### src/rtl/mmio_uart_tx.sv
// mmio_uart_tx: valid/ready memory-mapped 8N1 UART transmitter with a circular TX FIFO.
// Defining MMIO_UART_TX_IRQ_EN builds the CTRL register and the drained interrupt.
module mmio_uart_tx #(
    parameter int unsigned FIFO_DEPTH  = 8,
    parameter logic [15:0] DEFAULT_DIV = 16'd434
) (
    input  logic        clk,
    input  logic        rst_n,
    input  logic        valid_i,
    output logic        ready_o,
    input  logic [31:0] addr_i,
    input  logic [31:0] wdata_i,
    input  logic [3:0]  we_i,
    output logic [31:0] rdata_o,
    output logic        tx_o,
    output logic        irq_o
);
    localparam int unsigned AW = $clog2(FIFO_DEPTH);

    typedef enum logic [1:0] {IDLE, START, DATA, STOP} state_t;

    logic        req_q;
    logic [3:0]  addr_q;
    logic [31:0] wdata_q;
    logic [3:0]  we_q;
    logic [31:0] rdata_q;
    logic        unused_addr;

    logic [15:0] div_q;
    logic [15:0] div_eff;
    logic [31:0] status;
    logic [31:0] ctrl_rd;
    logic [31:0] rd_mux;

    logic [7:0]  mem [FIFO_DEPTH];
    logic [AW:0] wptr_q;
    logic [AW:0] rptr_q;
    logic [AW:0] count;
    logic        empty;
    logic        full;
    logic        push;
    logic        pop;
    logic [7:0]  push_byte;
    logic [7:0]  fifo_head;

    logic        is_txwr;
    logic        stall;

    state_t      state_q;
    state_t      state_d;
    logic [7:0]  shreg_q;
    logic [7:0]  shreg_d;
    logic [2:0]  bit_cnt_q;
    logic [2:0]  bit_cnt_d;
    logic [15:0] baud_q;
    logic [15:0] baud_d;
    logic        bit_done;
    logic        busy;

    assign unused_addr = ^addr_i[31:4];

    // Bus side: one request is captured, answered one cycle later, or held while
    // a TXDATA write waits for a FIFO slot.
    assign is_txwr = (addr_q[3:2] == 2'd0) && (we_q != 4'b0000);
    assign stall   = is_txwr && full && !pop;
    assign ready_o = req_q && !stall;
    assign push    = ready_o && is_txwr;
    assign rdata_o = ready_o ? rdata_q : '0;

    always_ff @(posedge clk or negedge rst_n) begin
        if (!rst_n) begin
            req_q   <= 1'b0;
            addr_q  <= '0;
            wdata_q <= '0;
            we_q    <= '0;
            rdata_q <= '0;
        end else if (ready_o) begin
            req_q <= 1'b0;
        end else if (!req_q && valid_i) begin
            req_q   <= 1'b1;
            addr_q  <= addr_i[3:0];
            wdata_q <= wdata_i;
            we_q    <= we_i;
            rdata_q <= (we_i == 4'b0000) ? rd_mux : '0;
        end
    end

    assign status = {16'b0, 8'(count), 5'b0, busy, full, empty};

    always_comb begin
        case (addr_i[3:2])
            2'd1:    rd_mux = status;
            2'd2:    rd_mux = {16'b0, div_q};
            2'd3:    rd_mux = ctrl_rd;
            default: rd_mux = '0;
        endcase
    end

    always_comb begin
        case (addr_q[1:0])
            2'd0:    push_byte = wdata_q[7:0];
            2'd1:    push_byte = wdata_q[15:8];
            2'd2:    push_byte = wdata_q[23:16];
            default: push_byte = wdata_q[31:24];
        endcase
    end

    always_ff @(posedge clk or negedge rst_n) begin
        if (!rst_n) begin
            div_q <= DEFAULT_DIV;
        end else if (ready_o && addr_q[3:2] == 2'd2) begin
            if (we_q[0]) div_q[7:0]  <= wdata_q[7:0];
            if (we_q[1]) div_q[15:8] <= wdata_q[15:8];
        end
    end

    assign div_eff = (div_q == 16'd0) ? 16'd1 : div_q;

`ifdef MMIO_UART_TX_IRQ_EN
    logic irq_en_q;

    always_ff @(posedge clk or negedge rst_n) begin
        if (!rst_n) begin
            irq_en_q <= 1'b0;
        end else if (ready_o && addr_q[3:2] == 2'd3 && we_q[0]) begin
            irq_en_q <= wdata_q[0];
        end
    end

    assign ctrl_rd = {31'b0, irq_en_q};
    assign irq_o   = irq_en_q && empty && !busy;
`else
    assign ctrl_rd = '0;
    assign irq_o   = 1'b0;
`endif

    // FIFO: pointers carry one extra wrap bit so full and empty differ.
    assign count     = wptr_q - rptr_q;
    assign empty     = (count == '0);
    assign full      = (count == FIFO_DEPTH[AW:0]);
    assign fifo_head = mem[rptr_q[AW-1:0]];

    always_ff @(posedge clk or negedge rst_n) begin
        if (!rst_n) begin
            wptr_q <= '0;
            rptr_q <= '0;
        end else begin
            if (push) wptr_q <= wptr_q + 1'b1;
            if (pop)  rptr_q <= rptr_q + 1'b1;
        end
    end

    always_ff @(posedge clk) begin
        if (push) mem[wptr_q[AW-1:0]] <= push_byte;
    end

    // Serializer state register.
    always_ff @(posedge clk or negedge rst_n) begin
        if (!rst_n) begin
            state_q   <= IDLE;
            shreg_q   <= '0;
            bit_cnt_q <= '0;
            baud_q    <= '0;
        end else begin
            state_q   <= state_d;
            shreg_q   <= shreg_d;
            bit_cnt_q <= bit_cnt_d;
            baud_q    <= baud_d;
        end
    end

    assign bit_done = (baud_q == 16'd0);

    // Every bit boundary reloads the baud counter from the live divisor; the end of
    // STOP pops directly into START so queued frames run back to back.
    always_comb begin
        state_d   = state_q;
        shreg_d   = shreg_q;
        bit_cnt_d = bit_cnt_q;
        baud_d    = baud_q;
        pop       = 1'b0;
        case (state_q)
            IDLE: begin
                if (!empty) begin
                    pop       = 1'b1;
                    shreg_d   = fifo_head;
                    bit_cnt_d = '0;
                    baud_d    = div_eff - 16'd1;
                    state_d   = START;
                end
            end
            START: begin
                if (bit_done) begin
                    baud_d  = div_eff - 16'd1;
                    state_d = DATA;
                end else begin
                    baud_d = baud_q - 16'd1;
                end
            end
            DATA: begin
                if (bit_done) begin
                    baud_d  = div_eff - 16'd1;
                    shreg_d = shreg_q >> 1;
                    if (bit_cnt_q == 3'd7) begin
                        state_d = STOP;
                    end else begin
                        bit_cnt_d = bit_cnt_q + 3'd1;
                    end
                end else begin
                    baud_d = baud_q - 16'd1;
                end
            end
            default: begin
                if (bit_done) begin
                    if (!empty) begin
                        pop       = 1'b1;
                        shreg_d   = fifo_head;
                        bit_cnt_d = '0;
                        baud_d    = div_eff - 16'd1;
                        state_d   = START;
                    end else begin
                        state_d = IDLE;
                    end
                end else begin
                    baud_d = baud_q - 16'd1;
                end
            end
        endcase
    end

    always_comb begin
        tx_o = 1'b1;
        busy = 1'b1;
        case (state_q)
            IDLE:    busy = 1'b0;
            START:   tx_o = 1'b0;
            DATA:    tx_o = shreg_q[0];
            default: tx_o = 1'b1;
        endcase
    end

endmodule

### config.mk
export PLATFORM = sky130hd
export DESIGN_NAME = mmio_uart_tx
export DESIGN_NICKNAME = d
export VERILOG_FILES = /design/src/rtl/mmio_uart_tx.sv
export SDC_FILE = /design/constraint.sdc
export NUM_CORES = 1
export LEC_CHECK = 0
export BUFFER_PORTS_ARGS = -buffer_cell sky130_fd_sc_hd__buf_2
export CORE_ASPECT_RATIO = 1.5
export CORE_UTILIZATION = 35
export DETAILED_ROUTE_END_ITERATION = 8
export GPL_ROUTABILITY_DRIVEN = 0
export HOLD_SLACK_MARGIN = 0.06
export SKIP_CTS_REPAIR_TIMING = 1
export SYNTH_ARGS = -nofsm -noshare
export SYNTH_HDL_FRONTEND = slang
export SYNTH_SLANG_ARGS = --single-unit
### constraint.sdc
create_clock -name clk -period 3.84 [get_ports clk]
set_input_delay 0.768 -clock clk [delete_from_list [all_inputs] [get_ports clk]]
set_output_delay 0.768 -clock clk [all_outputs]
set_load 0.01 [all_outputs]
==> results_dict.tcl <==
set metrics [dict create \
    worst-path-max-fanout 18 \
    worstPathBufferInverterCount 2 \
    cell_area_synth_um2 8240 \
    io_pins 106 \
    core_area_um2 23100 \
    drc 0 \
    design.die.area_um2 24200 \
    critical_path.top_delay_family "adder cells" \
    synth_async_sr_flop_share_pct 63.2 \
    cts_sinks 174 \
    placement_rows 68 \
    timing.rr.start "wptr_q[0]" \
    syn_area_per_cell_um2 11.8 \
    gate_count_post_synth 699 \
    port_buffers 60 \
    worst_setup_slack_for_register_to_register_paths_ns 0.83 \
    crit_chain "inv_1, ha_1, fa_1, xor2_1, and3_1, nand3_1, o21a_4, and2_1, buf_2" \
    drt_pass1_iterations 5 \
    start_util_pct 35.7 \
    synth_top_cell_area_share_pct 31.9 \
    drt-wirelength-per-cell_um 16.8 \
    gr-total-overflow 0 \
    critPathLaunchType "register" \
    synth.yosys.warnings 0 \
    routed_via_density 5.01 \
    grt_util_all_layers_pct 16.1 \
    insertion_delay_ns 0.43 \
    report.final.setup_viol 0 \
    crit_required_ns 3.07 \
    largest_net_degree_at_the_start_of_global_routing 69 \
    max_slew_margin_pct 23.6 \
    tightest_slew_ns 1.15 \
    r2r.worst_path.cells 8 \
    cts_htree_levels 4 \
    yosys-top-cells-area "dfrtp_1 (32%), edfxtp_1 (23%), nand2_1 (7.4%), mux4_2 (6.6%), mux2_2 (3.1%)" \
    cts-root-buf "clkbuf_16" \
    dieWidth_um 127 \
    run_status "complete, no violations" \
    timing.final.hold_violations 0 \
    layout_min_cycle_time_ns 3.65 \
    areal_power_density_over_the_cells_nw_per_um2 846 \
    rsz0062_at_grt "no" \
    n_antenna_cell 0 \
    tritoncts "built" \
    critPathCaptureType "output port" \
    synth-seq-cells 174 \
    timing.critical_path.arrival_ns 2.88 \
    synth_enable_flop_cells 64 \
    antenna_violations_before_repair 1 \
    chipHeight_um 190 \
    via_count 5490 \
    critical_path.slowest_cell "dfrtp_1" \
    synthTopCellsByCount "nand2_1 (162), dfrtp_1 (105), edfxtp_1 (64)" \
    drt_wl_total_um 18400 \
    worst_ir_drop_vdd_mv 0.381 \
    synth_seq_area_share_pct 56.8 \
    layout.cell_area.non_filler_um2 9460 \
    dpl.hpwl_um 12900 \
    synthDominantAreaCellType "dfrtp_1" \
    synth_cell_type_count 60 \
    drtIter0Drc 227 \
    final_min_period_over_clock_period_pct 94.9 \
    placed_cell_area_um2 8890 \
    route.antenna.remaining_nets 0 \
    post-route-util_pct 41.0 \
    global_route_wire_length_before_repair_um 29500 \
    layout-drive-gt1-share_pct 22.8 \
    numCtsBuffers 17 \
    timing.setup.critical_path_class "reg2out" \
    achievable-frequency_mhz 274 \
    clock_path_buffers 2 \
    min_delay_path_class "in2async" \
    clk_pin_slew_worst_paths_ns 0.08 \
    vias_in_the_first_global_route 5450 \
    cpPeakStageDelay_ns 0.47 \
    timing.rr.end "shreg_q[6]" \
    final.setup_skew_ns 0.0158 \
    max-cap-violations 0 \
    power_leakage_nw 4.03 \
    final_net_count 855 \
    dominantRegCellSynth "dfrtp_1" \
    top_count_cell_post_synth "nand2_1" \
    area_growth_pct 14.8 \
    timing.final.max_slew_violations 0 \
]
worst max path at each step:
| stage | startpoint | slack, ns | end | cells after the start |
|---|---|---|---|---|
| 6_report | wptr_q[0] | 0.19 | rdata_o[3] | 9 |
| 5_1_grt | wptr_q[0] | 0.03 | rdata_o[8] | 9 |
| 4_1_cts | wptr_q[0] | -0.01 | rdata_o[3] | 9 |
| 3_5_place_dp | wptr_q[0] | 0.48 | rdata_o[3] | 9 |
| 3_3_place_gp | wptr_q[0] | 0.50 | rdata_o[15] | 9 |
| 2_1_floorplan | rptr_q[1] | 0.53 | rdata_o[10] | 11 |
cells in the final DEF, fill, tap and decap left out, types with 11 or more instances in the layout:
cell and n:
inv_1 18, dfrtp_1 105, a21oi_1 11, nor2_1 30, edfxtp_1 64, a22o_1 11, nor3_1 11, clkbuf_16 18
nor4_1 13, buf_2 59, o21ai_0 28, ha_1 16, nand2_1 162, xnor2_1 14, conb_1 17, mux2_2 23
mux4_2 24, and2_1 16, buf_4 18
registers in the layout, summed over array words and instances, names as in the netlist, 8 cells and up:
signal / cells
rdata_q: 16
baud_q: 16
div_q: 16
wdata_q: 32
mem: 64
shreg_q: 8
report_power, final:
group | internal [mW] | switching [mW] | total [mW]
registers | 2.71 | 0.582 | 3.29
clock network | 0.884 | 0.760 | 1.64
logic | 1.29 | 1.78 | 3.07
through the flow:
step	total power, mW	hold WS, ns	setup slack (ns)	setup TNS [ns]	std cells
2_1_floorplan	5.42	0.440	0.527	0	715
3_3_place_gp	6.33	0.455	0.501	0	1063
3_5_place_dp	6.40	0.458	0.482	0	1063
4_1_cts	8.06	0.476	-0.0108	-0.0764	1095
5_1_grt	8.51	0.499	0.0255	0	1095
6_report	8.00	0.436	0.195	0	1095
cells by family after synthesis:
| family | count (synthesis) | synth area share (%) |
|---|---|---|
| XOR/XNOR | 24 | 2.55 |
| buffers and inverters | 63 | 3.74 |
| AO/OA/AOI/OAI | 91 | 7.75 |
| multiplexers | 58 | 11.1 |
| flip-flops | 174 | 56.8 |
| other | 1 | 0.0455 |
| adder cells (fa/ha/maj) | 17 | 2.67 |
| AND/OR/NAND/NOR | 271 | 15.3 |
per-layer routing:
metal  vias to the layer above  wire length [um]  track usage [%]
met1                      2745              7760             19.6
met4                         0               335             6.50
met5                         -                 0                0
met3                        17               642             2.53
met2                       118              9700             28.4
li1                       2610                 -                -
cell type report:
| cell class | instances | area, um2 |
|---|---|---|
| well taps | 315 | 394 |
| flip-flops and latches | 174 | 4680 |
| inverters | 19 | 71.3 |
| clock inverters | 12 | 98.8 |
| clock buffers | 20 | 458 |
| repair buffers | 77 | 430 |
| fillers | 2220 | 13600 |
| multi-input cells | 478 | 3320 |
Power figures use the tool's default switching activity.
